--- config.mk ---
export PLATFORM = sky130hd
export DESIGN_NAME = uart_rx
export DESIGN_NICKNAME = d
export VERILOG_FILES = /design/src/rtl/uart_pkg.sv /design/src/rtl/sync_2ff.sv /design/src/rtl/uart_rx.sv
export SDC_FILE = /design/constraint.sdc
export NUM_CORES = 1
export LEC_CHECK = 0
export BUFFER_PORTS_ARGS = -buffer_cell sky130_fd_sc_hd__buf_4
export CORE_MARGIN = 2
export CORE_UTILIZATION = 28
export DETAILED_ROUTE_END_ITERATION = 16
export GPL_ROUTABILITY_DRIVEN = 0
export GPL_TIMING_DRIVEN = 1
export SYNTH_ARGS = -nofsm -noshare
export SYNTH_HDL_FRONTEND = slang
export SYNTH_SLANG_ARGS = --single-unit
--- constraint.sdc ---
create_clock -name clk -period 2.5 [get_ports clk]
set_clock_uncertainty 0.15 [all_clocks]
set_input_delay 0.375 -clock clk [delete_from_list [all_inputs] [get_ports clk]]
set_output_delay 0.375 -clock clk [all_outputs]
set_load 0.02 [all_outputs]
--- src/rtl/uart_pkg.sv ---
// Shared definitions for the UART receiver: FSM state encoding and baud-timing helpers.
package uart_pkg;

   typedef enum logic [1:0] {
      IDLE  = 2'd0,
      START = 2'd1,
      DATA  = 2'd2,
      STOP  = 2'd3
   } rx_state_e;

   function automatic int clks_per_bit(input int clk_freq, input int baud);
      return clk_freq / baud;
   endfunction

   function automatic int half_bit(input int clk_freq, input int baud);
      return clks_per_bit(clk_freq, baud) / 2;
   endfunction

endpackage

--- src/rtl/sync_2ff.sv ---
// Two-flop synchroniser for a single asynchronous input; both flops reset to RST_VAL.
module sync_2ff #(
   parameter logic RST_VAL = 1'b1
) (
   input  logic clk,
   input  logic rst_n,
   input  logic d_i,
   output logic q_o
);

   logic meta_q;
   logic sync_q;

   // NOTE: sequential state always uses non-blocking assignments so every flop samples pre-edge values.
   always_ff @(posedge clk or negedge rst_n) begin
      if (!rst_n) begin
         meta_q <= RST_VAL;
         sync_q <= RST_VAL;
      end else begin
         meta_q <= d_i;
         sync_q <= meta_q;
      end
   end

   assign q_o = sync_q;

endmodule

--- src/rtl/uart_rx.sv ---
// 8N1 UART receiver with mid-bit sampling, glitch rejection and sticky status flags.
module uart_rx
   import uart_pkg::*;
#(
   parameter int CLK_FREQ = 50_000_000,
   parameter int BAUD     = 115200
) (
   input  logic       clk,
   input  logic       rst_n,
   input  logic       rx,
   output logic [7:0] rx_data,
   output logic       rx_flag,
   input  logic       rx_flag_clr,
   output logic       framing_err,
   output logic       overrun,
   output logic       rx_busy
);

   localparam int CLKS_PER_BIT = clks_per_bit(CLK_FREQ, BAUD);
   localparam int HALF_BIT     = half_bit(CLK_FREQ, BAUD);
   localparam int CNT_W        = $clog2(CLKS_PER_BIT);

   localparam logic [CNT_W-1:0] CNT_FULL = CNT_W'(CLKS_PER_BIT - 1);
   localparam logic [CNT_W-1:0] CNT_HALF = CNT_W'(HALF_BIT - 1);

   logic rx_s;

   rx_state_e        state_q, state_d;
   logic [CNT_W-1:0] cnt_q, cnt_d;
   logic [2:0]       bit_idx_q, bit_idx_d;
   logic [7:0]       shift_q, shift_d;
   logic [7:0]       rx_data_q, rx_data_d;
   logic             rx_flag_q, rx_flag_d;
   logic             framing_err_q, framing_err_d;
   logic             overrun_q, overrun_d;
   logic             wait_high_q, wait_high_d;
   logic             byte_ok;
   logic             frame_bad;

   sync_2ff #(
      .RST_VAL (1'b1)
   ) u_sync (
      .clk   (clk),
      .rst_n (rst_n),
      .d_i   (rx),
      .q_o   (rx_s)
   );

   // NOTE: every signal gets a default before the case so no path leaves it unassigned (no latches).
   always_comb begin
      state_d     = state_q;
      cnt_d       = cnt_q;
      bit_idx_d   = bit_idx_q;
      shift_d     = shift_q;
      wait_high_d = wait_high_q & ~rx_s;
      byte_ok     = 1'b0;
      frame_bad   = 1'b0;

      unique case (state_q)
         IDLE: begin
            // After a framing error the line must go high again before a new start is accepted.
            if (!rx_s && !wait_high_q) begin
               state_d = START;
               cnt_d   = '0;
            end
         end
         START: begin
            if (cnt_q == CNT_HALF) begin
               cnt_d     = '0;
               bit_idx_d = '0;
               state_d   = rx_s ? IDLE : DATA;
            end else begin
               cnt_d = cnt_q + 1'b1;
            end
         end
         DATA: begin
            if (cnt_q == CNT_FULL) begin
               cnt_d     = '0;
               shift_d   = {rx_s, shift_q[7:1]};
               bit_idx_d = bit_idx_q + 3'd1;
               if (bit_idx_q == 3'd7) begin
                  state_d = STOP;
               end
            end else begin
               cnt_d = cnt_q + 1'b1;
            end
         end
         STOP: begin
            if (cnt_q == CNT_FULL) begin
               cnt_d   = '0;
               state_d = IDLE;
               if (rx_s) begin
                  byte_ok = 1'b1;
               end else begin
                  frame_bad   = 1'b1;
                  wait_high_d = 1'b1;
               end
            end else begin
               cnt_d = cnt_q + 1'b1;
            end
         end
         default: state_d = IDLE;
      endcase

      // A new set event takes priority over a coincident clear.
      rx_data_d     = byte_ok ? shift_q : rx_data_q;
      rx_flag_d     = byte_ok | (rx_flag_q & ~rx_flag_clr);
      framing_err_d = frame_bad | (framing_err_q & ~rx_flag_clr);
      overrun_d     = (byte_ok & rx_flag_q) | (overrun_q & ~rx_flag_clr);
   end

   always_ff @(posedge clk or negedge rst_n) begin
      if (!rst_n) begin
         state_q       <= IDLE;
         cnt_q         <= '0;
         bit_idx_q     <= '0;
         shift_q       <= '0;
         rx_data_q     <= '0;
         rx_flag_q     <= 1'b0;
         framing_err_q <= 1'b0;
         overrun_q     <= 1'b0;
         wait_high_q   <= 1'b0;
      end else begin
         state_q       <= state_d;
         cnt_q         <= cnt_d;
         bit_idx_q     <= bit_idx_d;
         shift_q       <= shift_d;
         rx_data_q     <= rx_data_d;
         rx_flag_q     <= rx_flag_d;
         framing_err_q <= framing_err_d;
         overrun_q     <= overrun_d;
         wait_high_q   <= wait_high_d;
      end
   end

   assign rx_data     = rx_data_q;
   assign rx_flag     = rx_flag_q;
   assign framing_err = framing_err_q;
   assign overrun     = overrun_q;
   assign rx_busy     = (state_q != IDLE);

endmodule
==> metrics.cfg <==
[floorplan]
start_util_pct=29.5
core_area_um2=5570
rows=27
die-height_um=80.6
die_w_um=80.6
num_io_pins=16
die-area_um2=6500

[global_route]
grt_pass1_vias=1092
grt_overflow=0
grt_max_degree=37
grt_antenna_before_repair=0
grt_use_total_pct=10.2
grt_pass1_wl_um=5090

[drt]
drt_iter0_drc=64
vias=1086
route.detailed.drc=0
wl_per_cell_um=12.4
vias_per_cell=4.56
firstDrtPassIters=4
wirelength_um=2950
drtAntennaViolNets=0

[power]
peakVddDrop_uv=256
p_leak_nw=0.962
power_density_nw_per_um2=562

[final_layout]
diodes=0
multiInputGateArea_um2=687
nFillCells=547
post-route-util_pct=35.3
nets=174
seqCellArea_um2=903
area_growth_pct=19.6
drive_above_1_share_pct=27.1

[yosys]
avgSynthCellArea_um2=11.6
synth_fa_ha_area_share_pct=3.81
yosysWarnings=0
yosysSeqAreaShare_pct=54.9
async_reset_ff_share_pct=100
synth_top_area_cell=dfrtp_1
ys.flop_type=dfrtp_1
muxShareOfSynthArea_pct=13.4
synthDistinctLibCells=36
syn_nets=151
synth_most_common_cell=dfrtp_1
synth_commonest_cells=34 x dfrtp_1, 23 x nand2_1, 9 x o21ai_0
synth_simple_gate_area_share_pct=14.4
synth_top_area_share_pct=51.8
synth_edf_count=0
synth_xor_area_share_pct=1.07
synth_compound_area_share_pct=9.13
synth_top_family_by_area=simple AND/OR/NAND/NOR gates
synthCells=142
ys_top_cells_by_area=dfrtp_1 52%, mux2_4 7.3%, mux2_2 5.5%, nand2_1 5.3%, ha_1 3.8%
syn_area_um2=1640
ys_ff_latch=36

[worst_setup_path]
regToRegStartpoint=cnt_q[0]
crit_path_top_delay_cell=dfrtp_1
critPathArrivalTime_ps=2090
required_ps=2500
r2r_slack_ps=420
crit_cells=6
cp-endpoint=cnt_q[8]
end_kind=flop
cp_top_family=simple AND/OR/NAND/NOR gates
rr_worst_depth=6
start_kind=flop
cpPeakStageDelay_ps=410
critPathBufInv=1
cp_max_fo=8
startpoint=cnt_q[0]
worstPathCellList=inv_1 -> ha_1 -> nor4b_1 -> a21oi_1 -> nor2_1 -> o21ai_0
rr_endpoint=cnt_q[8]
critPathKind=reg2reg

[clock_tree]
clk_path_buf_depth=2
root_buffer=clkbuf_8
cts.sinks=36
clock_latency_ps=280
cts_resized=0
clk_pin_slew_worst_paths_ps=70
cts_tree=done
htree_levels=2
cts_buffers=5

[hold_path]
hp-class=in2reg

[placement]
detailed_place_hpwl_um=2020
post-place-ws_ps=403
portBuffers=15

[sta]
setup_slack_ps=415
finalCriticalPeriod_ps=2080
final-hold-violation-count=0
rsz0062_at_grt=false
final_max_slew_viol_count=0
tns_ps=0
finalSetupViolCount=0
period_share_pct=83.4
relSlewSlack_pct=55.4
fmax_ghz=0.480
worst_pin_slew_ps=669

[flow_run]
maxCapViolCount=0

[status]
status=complete, no violations

[through the flow]
| stage | std cells | power, mW | instance area [µm²] | hold slack, ps |
|---|---|---|---|---|
| 2_1_floorplan | 142 | 0.598 | 1640 | -70.6 |
| 3_3_place_gp | 229 | 0.614 | 1850 | 199 |
| 3_5_place_dp | 229 | 0.614 | 1850 | 202 |
| 4_1_cts | 238 | 1.12 | 1970 | 35.9 |
| 5_1_grt | 238 | 1.16 | 1970 | 22.0 |
| 6_report | 238 | 1.11 | 1970 | 46.5 |
[sequential cells by signal, summed over array words and instances, names as in the netlist, named ones only]
name and cells:
u_sync.meta_q 1, rx_data 8, wait_high_q 1, u_sync.q_o 1, shift_q 8, rx_flag 1
framing_err 1, cnt_q 9, overrun 1, state_q 1, bit_idx_q 3
[worst reg2reg max path, stage by stage, from the launching register on]
cell and delay (ps):
dfrtp_1 410, inv_1 110, ha_1 140, nor4b_1 320, a21oi_1 300, nor2_1 360, o21ai_0 160
[repair_timing]
| action | 4_1_cts | 5_1_grt |
|---|---|---|
| setup endpoints to repair | 0 | 0 |
| setup buffers | 0 | 0 |
| hold buffers | 1 | 0 |
| endpoints found under the hold margin | 34 | 0 |
[worst min-delay path by stage]
stage	from	end	slack [ps]	depth (start not counted)
2_1_floorplan	rst_n	async pin	-70	0
3_3_place_gp	u_sync.meta_q	u_sync.q_o	200	0
3_5_place_dp	u_sync.meta_q	u_sync.q_o	200	0
4_1_cts	rx	u_sync.meta_q	40	1
5_1_grt	rx	u_sync.meta_q	20	1
6_report	rx	u_sync.meta_q	50	1
[area by class of cell]
cell class              count  area share, %
multi-input cells          95           34.9
clock buffers               5           3.50
clock inverters             3           2.16
flip-flops and latches     36           45.9
well taps                  72           4.58
repair buffers             19           7.38
inverters                   8           1.53
[cell usage in the layout (no fill, tap or decap), types with 3 or more instances in the layout]
master,Yosys,routed
nor2b_1,3,3
nor3_1,3,3
inv_1,8,8
mux2_2,8,8
clkbuf_8,0,5
nand2_1,23,23
mux2_4,8,8
dfrtp_1,34,34
a21oi_1,4,4
ha_1,5,5
buf_4,1,18
o22ai_1,6,6
o21ai_0,9,9
nor2_1,3,3
[per-layer routing]
| layer | part of all wire, % | global-route usage (%) | vias up |
|---|---|---|---|
| met2 | 44 | 15.2 | 18 |
| li1 | - | - | 546 |
| met1 | 50 | 13.8 | 518 |
| met5 | 0 | 0 | - |
| met3 | 3.6 | 3.26 | 4 |
| met4 | 1.5 | 3.56 | 0 |
[kinds of logic (layout without fill, tap and decap cells)]
group                    after synthesis  in the layout
XOR/XNOR                               2              2
adder cells (fa/ha/maj)                5              5
buffers and inverters                 11             35
AND/OR/NAND/NOR                       46             46
flip-flops                            36             36
AO/OA/AOI/OAI                         25             25
multiplexers                          17             17
[power by group]
| part | internal [mW] | total [mW] | switching (mW) |
|---|---|---|---|
| clock network | 0.295 | 0.502 | 0.207 |
| logic | 0.00425 | 0.0164 | 0.0121 |
| registers | 0.585 | 0.587 | 0.00144 |
Power figures use the tool's default switching activity.
